`src/rtl/mmu_l2tlb_pkg.sv`:
```
// Shared types and helpers for the L2 TLB set refill controller.
// Covers the FSM state encoding, the one-hot way constants and a one-hot test.
package mmu_l2tlb_pkg;

    localparam int WAYS = 4;

    typedef enum logic [1:0] {
        IDLE   = 2'd0,
        SELECT = 2'd1,
        WRITE  = 2'd2
    } state_e;

    localparam logic [WAYS-1:0] WAY0 = 4'b0001;
    localparam logic [WAYS-1:0] WAY1 = 4'b0010;
    localparam logic [WAYS-1:0] WAY2 = 4'b0100;
    localparam logic [WAYS-1:0] WAY3 = 4'b1000;

    function automatic logic is_onehot4(input logic [WAYS-1:0] v);
        return (v != 4'b0000) && ((v & (v - 4'd1)) == 4'b0000);
    endfunction

endpackage

```
`src/rtl/mmu_l2tlb_victim_sel.sv`:
```
// Victim way choice for a refill: the lowest invalid way wins, otherwise the PLRU
// suggestion is used, falling back to way 0 when that suggestion is not one-hot.
module mmu_l2tlb_victim_sel
    import mmu_l2tlb_pkg::*;
(
    input  logic [WAYS-1:0] valid_4,
    input  logic [WAYS-1:0] replace_way_4,
    output logic [WAYS-1:0] victim_4
);

    always_comb begin
        victim_4 = WAY0;
        if (!valid_4[0]) begin
            victim_4 = WAY0;
        end else if (!valid_4[1]) begin
            victim_4 = WAY1;
        end else if (!valid_4[2]) begin
            victim_4 = WAY2;
        end else if (!valid_4[3]) begin
            victim_4 = WAY3;
        end else if (is_onehot4(replace_way_4)) begin
            victim_4 = replace_way_4;
        end
    end

endmodule

```
`src/rtl/mmu_l2tlb_refill_ctrl.sv`:
```
// Refill and replacement controller for one 4-way L2 TLB set: accepts PTW refills,
// writes the chosen victim into the array and feeds hit/fill touches to the PLRU.
module mmu_l2tlb_refill_ctrl
    import mmu_l2tlb_pkg::*;
#(
    parameter int TAG_W  = 27,
    parameter int DATA_W = 44
) (
    input  logic              clk,
    input  logic              rst,
    input  logic              i_refill_valid,
    output logic              o_refill_ready,
    input  logic [TAG_W-1:0]  i_refill_tag,
    input  logic [DATA_W-1:0] i_refill_data,
    input  logic              i_hit_valid,
    input  logic [WAYS-1:0]   i_hit_way_4,
    input  logic              i_flush,
    input  logic [WAYS-1:0]   i_replace_way_4,
    output logic [WAYS-1:0]   o_update_way_4,
    output logic              o_wr_valid,
    input  logic              i_wr_ready,
    output logic [WAYS-1:0]   o_wr_way_4,
    output logic [TAG_W-1:0]  o_wr_tag,
    output logic [DATA_W-1:0] o_wr_data,
    output logic [WAYS-1:0]   o_valid_4,
    output logic              o_refill_done,
    output logic [1:0]        o_dbg_state
);

    // Array write port: o_wr_valid rises in WRITE and stays up with way/tag/data
    // frozen until i_wr_ready is seen high on a rising edge; that edge is the handshake.
    state_e            state_q, state_d;
    logic [WAYS-1:0]   valid_q, update_q, wr_way_q, victim;
    logic [TAG_W-1:0]  tag_q;
    logic [DATA_W-1:0] data_q;
    logic              done_q;
    logic              accept, wr_hs, fill;

    mmu_l2tlb_victim_sel u_victim_sel (
        .valid_4       (valid_q),
        .replace_way_4 (i_replace_way_4),
        .victim_4      (victim)
    );

    always_ff @(posedge clk) begin
        if (rst) begin
            state_q <= IDLE;
        end else begin
            state_q <= state_d;
        end
    end

    always_comb begin
        state_d = state_q;
        case (state_q)
            IDLE:    if (accept) state_d = SELECT;
            SELECT:  state_d = i_flush ? IDLE : WRITE;
            WRITE:   if (i_flush || i_wr_ready) state_d = IDLE;
            default: state_d = IDLE;
        endcase
    end

    // A flush in the handshake cycle cancels the fill entirely.
    always_comb begin
        o_refill_ready = (state_q == IDLE) && !i_flush;
        o_wr_valid     = (state_q == WRITE);
        accept         = i_refill_valid && o_refill_ready;
        wr_hs          = o_wr_valid && i_wr_ready;
        fill           = wr_hs && !i_flush;
    end

    always_ff @(posedge clk) begin
        if (rst) begin
            tag_q    <= '0;
            data_q   <= '0;
            wr_way_q <= '0;
            valid_q  <= '0;
            update_q <= '0;
            done_q   <= 1'b0;
        end else begin
            if (accept) begin
                tag_q  <= i_refill_tag;
                data_q <= i_refill_data;
            end
            if ((state_q == SELECT) && !i_flush) begin
                wr_way_q <= victim;
            end
            if (i_flush) begin
                valid_q <= '0;
            end else if (fill) begin
                valid_q <= valid_q | wr_way_q;
            end
            if (fill) begin
                update_q <= wr_way_q;
            end else if (i_hit_valid && is_onehot4(i_hit_way_4)) begin
                update_q <= i_hit_way_4;
            end else begin
                update_q <= '0;
            end
            done_q <= fill;
        end
    end

    assign o_update_way_4 = update_q;
    assign o_wr_way_4     = wr_way_q;
    assign o_wr_tag       = tag_q;
    assign o_wr_data      = data_q;
    assign o_valid_4      = valid_q;
    assign o_refill_done  = done_q;
    assign o_dbg_state    = state_q;

endmodule

```
`config.mk`:
```
export PLATFORM = sky130hd
export DESIGN_NAME = mmu_l2tlb_refill_ctrl
export DESIGN_NICKNAME = d
export VERILOG_FILES = /design/src/rtl/mmu_l2tlb_pkg.sv /design/src/rtl/mmu_l2tlb_victim_sel.sv /design/src/rtl/mmu_l2tlb_refill_ctrl.sv
export SDC_FILE = /design/constraint.sdc
export NUM_CORES = 1
export LEC_CHECK = 0
export CAP_MARGIN = 20
export CORE_MARGIN = 2
export CORE_UTILIZATION = 28
export DETAILED_ROUTE_END_ITERATION = 8
export GPL_TIMING_DRIVEN = 0
export PLACE_DENSITY = 0.7
export SLEW_MARGIN = 20
export SYNTH_ARGS = -nofsm -noshare
export SYNTH_HDL_FRONTEND = slang
export SYNTH_SLANG_ARGS = --single-unit
```
`constraint.sdc`:
```
create_clock -name clk -period 4.5 [get_ports clk]
set_input_delay 0.9 -clock clk [delete_from_list [all_inputs] [get_ports clk]]
set_output_delay 0.9 -clock clk [all_outputs]
set_load 0.02 [all_outputs]
```
==> impl_metrics.tcl <==
set metrics [dict create \
    synth.distinct_cells 31 \
    htreeDepth 3 \
    status "complete, no violations" \
    yosysTopAreaCell "dfxtp_1" \
    worst_pin_slew_ps 910 \
    p_seq_frac 0.428 \
    cp_common_cell "clkdlybuf4s50_1" \
    path_max_fanout 10 \
    die_w_um 112 \
    avgSynthCellArea_um2 8.46 \
    p_sw_mw 0.436 \
    cp_slowest_cell "clkdlybuf4s50_1" \
    gr-total-overflow 0 \
    synth_area_leaders "dfxtp_1, nand2_1, a21oi_1" \
    pwr-share-comb 0.154 \
    routed_wl_mm 10.1 \
    rsz0062_at_grt "no" \
    cts_tree "yes" \
    fmax_mhz 307 \
    initial_core_util 0.287 \
    cts_setup_buffers 0 \
    cp_num_buf_inv 3 \
    critical_path.cell_chain "clkdlybuf4s50_1 > buf_2 > nor3_1 > clkdlybuf4s50_1" \
    yosysMostFrequentCell "nand2_1" \
    cts_sinks 86 \
    grt_usage 0.158 \
    grt_pass1_vias 3236 \
    total_power_mw 1.89 \
    tns_ps 0 \
    drc 0 \
    ir_drop_mv 0.164 \
    synth_nets 472 \
    fin_hold_ws_ps 452 \
    synth_cells 387 \
    crit_path_max_incr_delay_ps 630 \
    skew_ps 8.53 \
    ys_seq_elements 86 \
    dieArea_um2 12600 \
    clk_pin_slew_ps 60 \
    hold_violations 0 \
    die_h_um 112 \
    netlist_top_cells_count "nand2_1, dfxtp_1, a21oi_1" \
    grt_pass1_wl_mm 16.0 \
    synth_top_area_frac 0.526 \
    synth_edf_count 0 \
    criticalPathCategory "input pin to output pin" \
    synth-async-reset-ratio 0 \
    ant_nets 0 \
    period_share 0.725 \
    cts_hold_buf 0 \
    worstSetupStartpointType "input pin" \
    core_region_area_um2 11400 \
    initialDrtViolationCount 135 \
    endpoint_kind "output pin" \
    grt_max_degree 14 \
    dp_hpwl_mm 7.52 \
    diodes 0 \
    layout_min_cycle_time_ps 3260 \
    leakagePower_nw 1.93 \
    switching_share 0.231 \
    drive_above_1_share 0.0610 \
    gp_congestion 0.780 \
    dr_total_vias 3268 \
    nets 654 \
    cts-root-buf "clkbuf_16" \
    relSlewSlack 0.391 \
    avgViaCountPerCell 4.56 \
    synth-warning-count 0 \
    worstPathRequired_ps 3600 \
    crit_arrival_ps 2360 \
    crit_family "buffers and inverters" \
    core.rowCount 39 \
    p_int_mw 1.45 \
    power.density_nw_per_um2 344 \
    wl_per_cell_um 14.0 \
    ys.flop_type "dfxtp_1" \
    drt_pass1_iterations 4 \
    antenna_found_initial 0 \
    syn2layout_area_growth_pct 67.4 \
    port_buffers 171 \
    rrSetupSlack_ps 2710 \
    hold_class "register to register" \
    cts_buffer_depth 2 \
    finalMaxSlewViolations 0 \
    power_frac_clock 0.418 \
    cts_resized 0 \
    synthesis.area_um2 3270 \
    clk_latency_ps 330 \
    ys_seq_area_frac 0.526 \
    cts_buffers 9 \
    maxCapViolCount 0 \
    finalSetupViolations 0 \
    ioPinCount 173 \
]
-- power by group through the flow --
stage	logic [mW]	registers, mW	clock network, mW
4_1_cts	0.294	0.809	0.815
3_5_place_dp	0.292	0.826	0
5_1_grt	0.313	0.812	0.844
2_1_floorplan	0.0905	0.863	0
6_report	0.291	0.809	0.788
3_3_place_gp	0.288	0.824	0
-- cell usage in the layout, fill, tap and decap left out, types with 2 or more instances in the layout --
cell             count
bufinv_16            2
or4b_1               2
nor3_1               6
nand3b_1             2
a21oi_1             79
clkdlybuf4s50_1    171
xor2_1               2
nand3_1              4
clkinv_2             2
nor2_1               5
nand2_1            146
o32ai_1              2
a211o_1              2
clkbuf_1            13
clkbuf_16            9
inv_1                2
nor3b_1              2
a21boi_0             2
buf_6               11
nor4b_1              3
nand4b_1             3
dfxtp_1             86
clkbuf_8             6
-- logic make-up after synthesis --
| family | share of synthesized area |
|---|---|
| compound gates | 0.144 |
| xor+xnor | 0.00535 |
| buf+inv | 0.0799 |
| flops | 0.526 |
| simple gates | 0.244 |
-- tightest hold or removal path: stages (launching register included) --
cell     delay [ps]
dfxtp_1         300
nand2_1          50
a21oi_1          50
-- state kept, by name, indices dropped and copies added, names as in the netlist --
name,count
o_wr_data,44
o_refill_done,1
o_valid_4,4
o_wr_way_4,4
o_dbg_state,2
o_wr_tag,27
o_update_way_4,4
-- metrics by stage --
step | setup WS (ps) | instances | utilization | area, µm²
finish | 1240 | 717 | 0.480 | 5480
global route | 1140 | 717 | 0.480 | 5480
CTS | 1230 | 717 | 0.480 | 5480
detailed placement | 1250 | 701 | 0.452 | 5160
global placement | 1250 | 701 | 0.452 | 5160
floorplan | 2090 | 387 | - | 3270
-- per-layer routing --
| metal | vias to the layer above | share of wire | GRT usage | routed length (µm) |
|---|---|---|---|---|
| met5 | - | 0 | 0 | 0 |
| met4 | 0 | 0.026 | 0.0667 | 258 |
| met3 | 20 | 0.058 | 0.0389 | 580 |
| met2 | 106 | 0.48 | 0.263 | 4880 |
| met1 | 1498 | 0.43 | 0.197 | 4350 |
| li1 | 1644 | - | - | - |
-- final cells by class --
class                   count  area (µm²)
well taps                 143         179
fillers                  1127        5940
flip-flops and latches     86        1720
multi-input cells         270        1290
clock buffers              12         246
clock inverters             4        70.1
plain buffers              29         254
repair buffers            171        1710
inverters                   2        7.51
-- final timing paths --
kind / startpoint / end / depth (start not counted)
hold reg to reg: o_wr_data[17]$_SDFFE_PP0P_ / o_wr_data[17]$_SDFFE_PP0P_ / 2
setup / recovery: i_flush / o_refill_ready / 4
hold / removal: o_wr_data[17]$_SDFFE_PP0P_ / o_wr_data[17]$_SDFFE_PP0P_ / 2
setup reg to reg: o_dbg_state[1]$_SDFFE_PP0P_ / o_wr_tag[21]$_SDFFE_PP0P_ / 5
No activity file was read; power rests on OpenSTA's default activity.
